<file path="src/rtl/tensor_issue_sched.sv">
// Per-warp issue scheduler for the tensor core.
//
// Each warp holds at most one tensor op, tracked by a small IDLE/PEND/BUSY FSM. Warps with
// pending work are arbitrated round-robin and emit fire steps (warp, B column, accumulate
// source) to the thread-group datapath. Every accepted fire pushes writeback metadata into a
// FIFO that the datapath retire stage pops.
//
// Ports:
//   clk_i, rst_ni             clock, asynchronous active-low reset
//   in_valid_i / in_ready_o   op offer; ready when the addressed warp is idle
//   in_wid_i, in_op_i, in_rd_i  issuing warp, op code, destination register / tile base
//   fire_valid_o / fire_ready_i  fire step handshake
//   fire_wid_o, fire_col_o, fire_acc_buf_o, fire_last_o  fire step fields
//   wb_valid_o / wb_ready_i   writeback metadata FIFO head / pop
//   wb_wid_o, wb_reg_o, wb_to_reg_o  head entry fields
//   warp_busy_o               per-warp non-idle flags
module tensor_issue_sched #(
  parameter int unsigned NUM_WARPS     = 8,
  parameter int unsigned THREAD_N      = 4,
  parameter int unsigned NUM_TILE_BUFS = 2,
  parameter int unsigned REG_W         = 5,
  parameter int unsigned WB_FIFO_DEPTH = 4,
  localparam int unsigned WidW         = $clog2(NUM_WARPS),
  localparam int unsigned ColW         = $clog2(THREAD_N)
) (
  input  logic                 clk_i,
  input  logic                 rst_ni,
  input  logic                 in_valid_i,
  output logic                 in_ready_o,
  input  logic [WidW-1:0]      in_wid_i,
  input  logic [1:0]           in_op_i,
  input  logic [REG_W-1:0]     in_rd_i,
  output logic                 fire_valid_o,
  input  logic                 fire_ready_i,
  output logic [WidW-1:0]      fire_wid_o,
  output logic [ColW-1:0]      fire_col_o,
  output logic                 fire_acc_buf_o,
  output logic                 fire_last_o,
  output logic                 wb_valid_o,
  input  logic                 wb_ready_i,
  output logic [WidW-1:0]      wb_wid_o,
  output logic [REG_W-1:0]     wb_reg_o,
  output logic                 wb_to_reg_o,
  output logic [NUM_WARPS-1:0] warp_busy_o
);

  localparam int unsigned PtrW         = $clog2(WB_FIFO_DEPTH);
  localparam int unsigned CntW         = $clog2(WB_FIFO_DEPTH + 1);
  localparam int unsigned WarpsPerBufW = $clog2(NUM_WARPS / NUM_TILE_BUFS);

  localparam logic [1:0] OpAccBufWbBuf = 2'd1;

  typedef enum logic [1:0] {StIdle, StPend, StBusy} warp_state_e;

  // Per-warp op context
  warp_state_e          state_q [NUM_WARPS];
  warp_state_e          state_d [NUM_WARPS];
  logic [1:0]           op_q    [NUM_WARPS];
  logic [1:0]           op_d    [NUM_WARPS];
  logic [REG_W-1:0]     rd_q    [NUM_WARPS];
  logic [REG_W-1:0]     rd_d    [NUM_WARPS];
  logic [ColW-1:0]      col_q   [NUM_WARPS];
  logic [ColW-1:0]      col_d   [NUM_WARPS];

  // Arbitration state
  logic                 lock_q, lock_d;
  logic [WidW-1:0]      lock_wid_q, lock_wid_d;
  logic [WidW-1:0]      rr_q, rr_d;

  // Writeback FIFO
  logic [WidW-1:0]      mem_wid    [WB_FIFO_DEPTH];
  logic [REG_W-1:0]     mem_reg    [WB_FIFO_DEPTH];
  logic                 mem_to_reg [WB_FIFO_DEPTH];
  logic [PtrW-1:0]      wptr_q, rptr_q;
  logic [CntW-1:0]      count_q;

  logic [NUM_WARPS-1:0] eligible;
  logic                 arb_found;
  logic [WidW-1:0]      arb_wid;
  logic [WidW-1:0]      grant_wid;
  logic [1:0]           grant_op;
  logic [REG_W-1:0]     grant_rd;
  logic [ColW-1:0]      grant_col;
  logic                 grant_last;
  logic                 fifo_full;
  logic                 fire_valid;
  logic                 fire_hs;
  logic                 wb_pop;
  logic [ColW-1:0]      col_sum;
  logic [WidW-1:0]      tile_buf;
  logic [REG_W-1:0]     push_reg;
  logic                 push_to_reg;

  function automatic logic [PtrW-1:0] ptr_inc(input logic [PtrW-1:0] p);
    return (p == PtrW'(WB_FIFO_DEPTH - 1)) ? '0 : p + 1'b1;
  endfunction

  // ---------------------------------------------------------------------------------------------
  // Arbitration
  // ---------------------------------------------------------------------------------------------
  always_comb begin
    for (int i = 0; i < NUM_WARPS; i++) begin
      eligible[i] = (state_q[i] != StIdle);
    end
  end

  always_comb begin : rr_search
    logic [WidW-1:0] idx;
    arb_found = 1'b0;
    arb_wid   = '0;
    idx       = '0;
    for (int i = 0; i < NUM_WARPS; i++) begin
      idx = rr_q + WidW'(i);
      if (!arb_found && eligible[idx]) begin
        arb_found = 1'b1;
        arb_wid   = idx;
      end
    end
  end

  // A locked grant holds until handshake; the FIFO cannot fill meanwhile since only a fire pushes.
  assign grant_wid  = lock_q ? lock_wid_q : arb_wid;
  assign grant_op   = op_q[grant_wid];
  assign grant_rd   = rd_q[grant_wid];
  assign grant_col  = col_q[grant_wid];
  assign grant_last = (grant_op != OpAccBufWbBuf) || (grant_col == ColW'(THREAD_N - 1));

  // Full is judged on the registered count, so a same-cycle pop does not unblock a fire.
  assign fifo_full  = (count_q == CntW'(WB_FIFO_DEPTH));
  assign fire_valid = arb_found && !fifo_full;
  assign fire_hs    = fire_valid && fire_ready_i;
  assign wb_pop     = (count_q != '0) && wb_ready_i;

  always_comb begin
    lock_d     = lock_q;
    lock_wid_d = lock_wid_q;
    rr_d       = rr_q;
    if (fire_hs) begin
      lock_d = 1'b0;
      rr_d   = grant_wid + 1'b1;
    end else if (fire_valid) begin
      lock_d     = 1'b1;
      lock_wid_d = grant_wid;
    end
  end

  // ---------------------------------------------------------------------------------------------
  // Per-warp FSM: state register / next state / outputs
  // ---------------------------------------------------------------------------------------------
  always_ff @(posedge clk_i or negedge rst_ni) begin
    if (!rst_ni) begin
      for (int i = 0; i < NUM_WARPS; i++) begin
        state_q[i] <= StIdle;
        op_q[i]    <= '0;
        rd_q[i]    <= '0;
        col_q[i]   <= '0;
      end
      lock_q     <= 1'b0;
      lock_wid_q <= '0;
      rr_q       <= '0;
    end else begin
      state_q    <= state_d;
      op_q       <= op_d;
      rd_q       <= rd_d;
      col_q      <= col_d;
      lock_q     <= lock_d;
      lock_wid_q <= lock_wid_d;
      rr_q       <= rr_d;
    end
  end

  // Accept and fire never target the same warp: an accepting warp is idle, a firing one is not.
  always_comb begin
    state_d = state_q;
    op_d    = op_q;
    rd_d    = rd_q;
    col_d   = col_q;
    if (in_valid_i && in_ready_o) begin
      state_d[in_wid_i] = StPend;
      op_d[in_wid_i]    = in_op_i;
      rd_d[in_wid_i]    = in_rd_i;
      col_d[in_wid_i]   = '0;
    end
    if (fire_hs) begin
      if (grant_last) begin
        state_d[grant_wid] = StIdle;
      end else begin
        state_d[grant_wid] = StBusy;
        col_d[grant_wid]   = grant_col + 1'b1;
      end
    end
  end

  always_comb begin
    in_ready_o     = (state_q[in_wid_i] == StIdle);
    warp_busy_o    = eligible;
    fire_valid_o   = fire_valid;
    fire_wid_o     = fire_valid ? grant_wid : '0;
    fire_col_o     = fire_valid ? grant_col : '0;
    fire_acc_buf_o = fire_valid && !grant_op[1];
    fire_last_o    = fire_valid && grant_last;
  end

  // ---------------------------------------------------------------------------------------------
  // Writeback metadata
  // ---------------------------------------------------------------------------------------------
  // Buffered writeback rotates the tile row by the column and interleaves the tile buffers.
  assign col_sum     = grant_rd[ColW-1:0] + grant_col;
  assign tile_buf    = grant_wid >> WarpsPerBufW;
  assign push_to_reg = !grant_op[0];
  assign push_reg    = (grant_op == OpAccBufWbBuf)
                       ? REG_W'(col_sum) * REG_W'(NUM_TILE_BUFS) + REG_W'(tile_buf)
                       : grant_rd;

  always_ff @(posedge clk_i) begin
    if (fire_hs) begin
      mem_wid[wptr_q]    <= grant_wid;
      mem_reg[wptr_q]    <= push_reg;
      mem_to_reg[wptr_q] <= push_to_reg;
    end
  end

  always_ff @(posedge clk_i or negedge rst_ni) begin
    if (!rst_ni) begin
      wptr_q  <= '0;
      rptr_q  <= '0;
      count_q <= '0;
    end else begin
      if (fire_hs) wptr_q <= ptr_inc(wptr_q);
      if (wb_pop)  rptr_q <= ptr_inc(rptr_q);
      unique case ({fire_hs, wb_pop})
        2'b10:   count_q <= count_q + 1'b1;
        2'b01:   count_q <= count_q - 1'b1;
        default: count_q <= count_q;
      endcase
    end
  end

  always_comb begin
    wb_valid_o  = (count_q != '0);
    wb_wid_o    = wb_valid_o ? mem_wid[rptr_q] : '0;
    wb_reg_o    = wb_valid_o ? mem_reg[rptr_q] : '0;
    wb_to_reg_o = wb_valid_o && mem_to_reg[rptr_q];
  end

endmodule

</file>
<file path="config.mk">
export PLATFORM = sky130hd
export DESIGN_NAME = tensor_issue_sched
export DESIGN_NICKNAME = d
export VERILOG_FILES = /design/src/rtl/tensor_issue_sched.sv
export SDC_FILE = /design/constraint.sdc
export NUM_CORES = 1
export LEC_CHECK = 0
export ABC_AREA = 1
export CORE_AREA = 3 3 122 124
export CTS_CLUSTER_DIAMETER = 50
export CTS_CLUSTER_SIZE = 30
export DETAILED_ROUTE_END_ITERATION = 12
export DIE_AREA = 0 0 125 127
export GPL_ROUTABILITY_DRIVEN = 0
export PLACE_DENSITY = 0.73
export SETUP_SLACK_MARGIN = 0.2
export SLEW_MARGIN = 5
export SYNTH_ARGS = -nofsm -noshare
export SYNTH_HDL_FRONTEND = slang
export SYNTH_SLANG_ARGS = --single-unit
</file>
<file path="constraint.sdc">
create_clock -name clk_i -period 4.7 [get_ports clk_i]
set_clock_uncertainty 0.15 [all_clocks]
set_input_delay 0.94 -clock clk_i [delete_from_list [all_inputs] [get_ports clk_i]]
set_output_delay 0.94 -clock clk_i [all_outputs]
set_load 0.005 [all_outputs]
</file>
==> reports/results.txt <==
Clk buf depth: 2
Least-Margin Pin Slew: 1.04 ns
Clock transition at the registers of the reported paths: 0.06 ns
Worst r2r src: rr_q[0]
Period utilization: 96.8%
DR WL/cell: 16.1 um
Hold Crit Class: reg -> reg
Worst Setup SP: rr_q[0]
Reg2reg path depth: 29
Hold Path Depth: 2
# rows: 43
# fillers: 1133
Min Tclk post-route: 4.55 ns
Nets@finish: 1065
Core area: 13900 um^2
Syn Inst Count: 969
Max reg flops: 40
Placed insts: 1184
RSZ-0062 raised after global routing: yes
Clk_lat worst skew: 0.42 ns
Synth Flop Type: dfrtp_1
Clock sinks: 138
CP endpoint kind: output pin
CP Cell Sequence: buf_4 > ha_4 > xor2_4 > inv_2 > nand3_2 > nand2_4 > nand4_4 > nor2_4 > nand3_2 > nand3_1 > nand2_1 > nand2_1 > nand2_1 > nand2_4 > inv_4 > nor2_4 > nand2_1 > nand4_4 > nor2_4 > a21oi_4 > buf_2
CTS Hold Bufs: 0
Status: complete, no violations
Die Y-Extent: 127 um
Max_cap viols: 0
Via-to-Cell Ratio: 5.44
H-tree Lvls: 4
Post-route insts no fill: 1232
DIE WIDTH: 125 um
Gr usage total: 24.7%
Max-slew violation count: 0
Antenna cells: 0
Die area: 15900 um^2
Share of layout cells above drive strength 1: 16.0%
Non-Filler Cell Area, Final: 9300 um^2
Synthesized cell area: 7540 um^2
Initial Utilization: 54.3%
# IOs: 42
DR vias: 6708
DPL Wire Length: 12.9 mm
YS warnings: 0
EDFF count, synth: 36
Detailed Route Iter0 Violations: 707
First-pass GRT wire length: 31.2 mm
Maximum fanout along the worst path: 6
Data required, critical path: 3.61 ns
Crit-path max cell delay: 0.40 ns
Worst flop-to-flop path endpoint: mem_reg[1][2]
Area growth from synthesis to layout: 23.3%
Post-synth net total: 995
Relative slew margins: 30.6%
CP arrival: 3.46 ns
Pin count of the biggest net entering global routing: 81
DRC violations left: 0
Fmax: 0.220 GHz
Most frequent cells in the layout: nand2_1 (274), nor2_1 (109), o21ai_0 (104)
Number of global-route vias before repair: 6224
Critical path launch point type: register
Async S/R FF share, synth: 73.9%
Placed inst area: 8210 um^2
I/O Buffers: 41
Drt pass-1 iters: 6
TritonCTS clock tree: done
Worst Setup EP: fire_last_o
Final hold vios: 0
Register-to-register setup slack: 0.43 ns
Slowest cell on the critical path: dfrtp_1
Count of final setup violators: 0
Synth Register Bits: 138
Post-DRT Antenna Nets: 0
Syn Area/Cell: 7.78 um^2
Initial antenna violation count: 1
GRT overflow: 0
Register area share after synthesis: 48.2%
Top cell by count, worst path: nand2_1
Post-Route WL: 19.8 mm
Num CTS Buffers: 17
Netlist cell types: 40
Clk root buf: clkbuf_16
Most common cell after layout, fill and taps aside: nand2_1
Setup CP Type: reg -> out
[cell type report]
cell class	count	area [um^2]	area share, %
multi-input cells	692	3620	38.9
repair buffers	85	812	8.74
inverters	105	400	4.31
clock inverters	6	83.8	0.902
flip-flops and latches	138	3630	39.1
well taps	180	225	2.42
clock buffers	26	522	5.61
[logic make-up (layout without fill, tap and decap cells)]
family                   count (synthesis)  in the layout  share of synthesized area [%]
multiplexers                             2              2                          0.299
XOR/XNOR                                 6              6                          0.896
flip-flops                             138            138                           48.2
AND/OR/NAND/NOR                        536            537                           31.3
adder cells (fa/ha/maj)                 11             11                           1.93
buffers and inverters                  140            222                           7.95
AO/OA/AOI/OAI                          136            136                           9.48
[layer usage]
metal  global-route usage, %  part of all wire [%]  up-vias
li1                        -                     -     3270
met1                    32.1                    43     3154
met2                    40.6                    49      239
met3                    5.35                   5.2       43
met4                    10.5                   3.1        2
met5                       0                 0.056        -
[metrics by stage]
| stage | TNS [ns] | hold WS, ns | setup slack (ns) | util [%] |
|---|---|---|---|---|
| 6_report | 0 | 0.329 | 0.151 | 67.0 |
| 5_1_grt | -0.0168 | 0.354 | -0.0117 | 67.0 |
| 4_1_cts | 0 | 0.330 | 0.0301 | 64.1 |
| 3_5_place_dp | 0 | 0.316 | 0.0689 | 59.2 |
| 3_3_place_gp | 0 | 0.307 | 0.120 | 59.2 |
| 2_1_floorplan | 0 | 0.294 | 0.579 | - |
[synth_stat cells, drive strengths merged, types with 2 or more instances]
cell	n	area [um^2]
nand2	296	1150
buf	19	141
o21ai	106	542
nand4	23	169
inv	101	382
ha	10	125
o22ai	4	25.0
a21oi	23	115
xnor2	3	26.3
xor2	3	41.3
edfxtp	36	1080
dfrtp	102	2550
nor3	3	20.0
or2	2	12.5
nand3	81	455
mux2	2	22.5
nand3b	4	30.0
clkbuf	16	60.1
nor2	126	513
clkinv	4	16.3
[worst min-delay path by stage]
| stage | from | to | slack, ns |
|---|---|---|---|
| 5_1_grt | op_q[0] | op_q[0] | 0.35 |
| 2_1_floorplan | op_q[0] | op_q[0] | 0.29 |
| 3_5_place_dp | op_q[4] | op_q[4] | 0.32 |
| 3_3_place_gp | op_q[0] | op_q[0] | 0.31 |
| 6_report | op_q[4] | op_q[4] | 0.33 |
| 4_1_cts | op_q[4] | op_q[4] | 0.33 |
[critical path, delay by kind of cell, from the launching register on]
kind                     cells  cell delay [ns]
buffers and inverters        4             0.45
AND/OR/NAND/NOR             14             1.64
XOR/XNOR                     1             0.17
flip-flops                   1             0.40
AO/OA/AOI/OAI                1             0.17
adder cells (fa/ha/maj)      1             0.17
[repair_timing]
action | 4_1_cts | 5_1_grt
resized for setup | 16 | 65
pin swaps | 5 | 23
setup buffers | 4 | 8
setup endpoints to repair | 5 | 16
cloned | 0 | 4
Power is left out: the tool's default activity adds up to more than one toggle a clock period on the data nets, which glitch-free logic cannot reach.
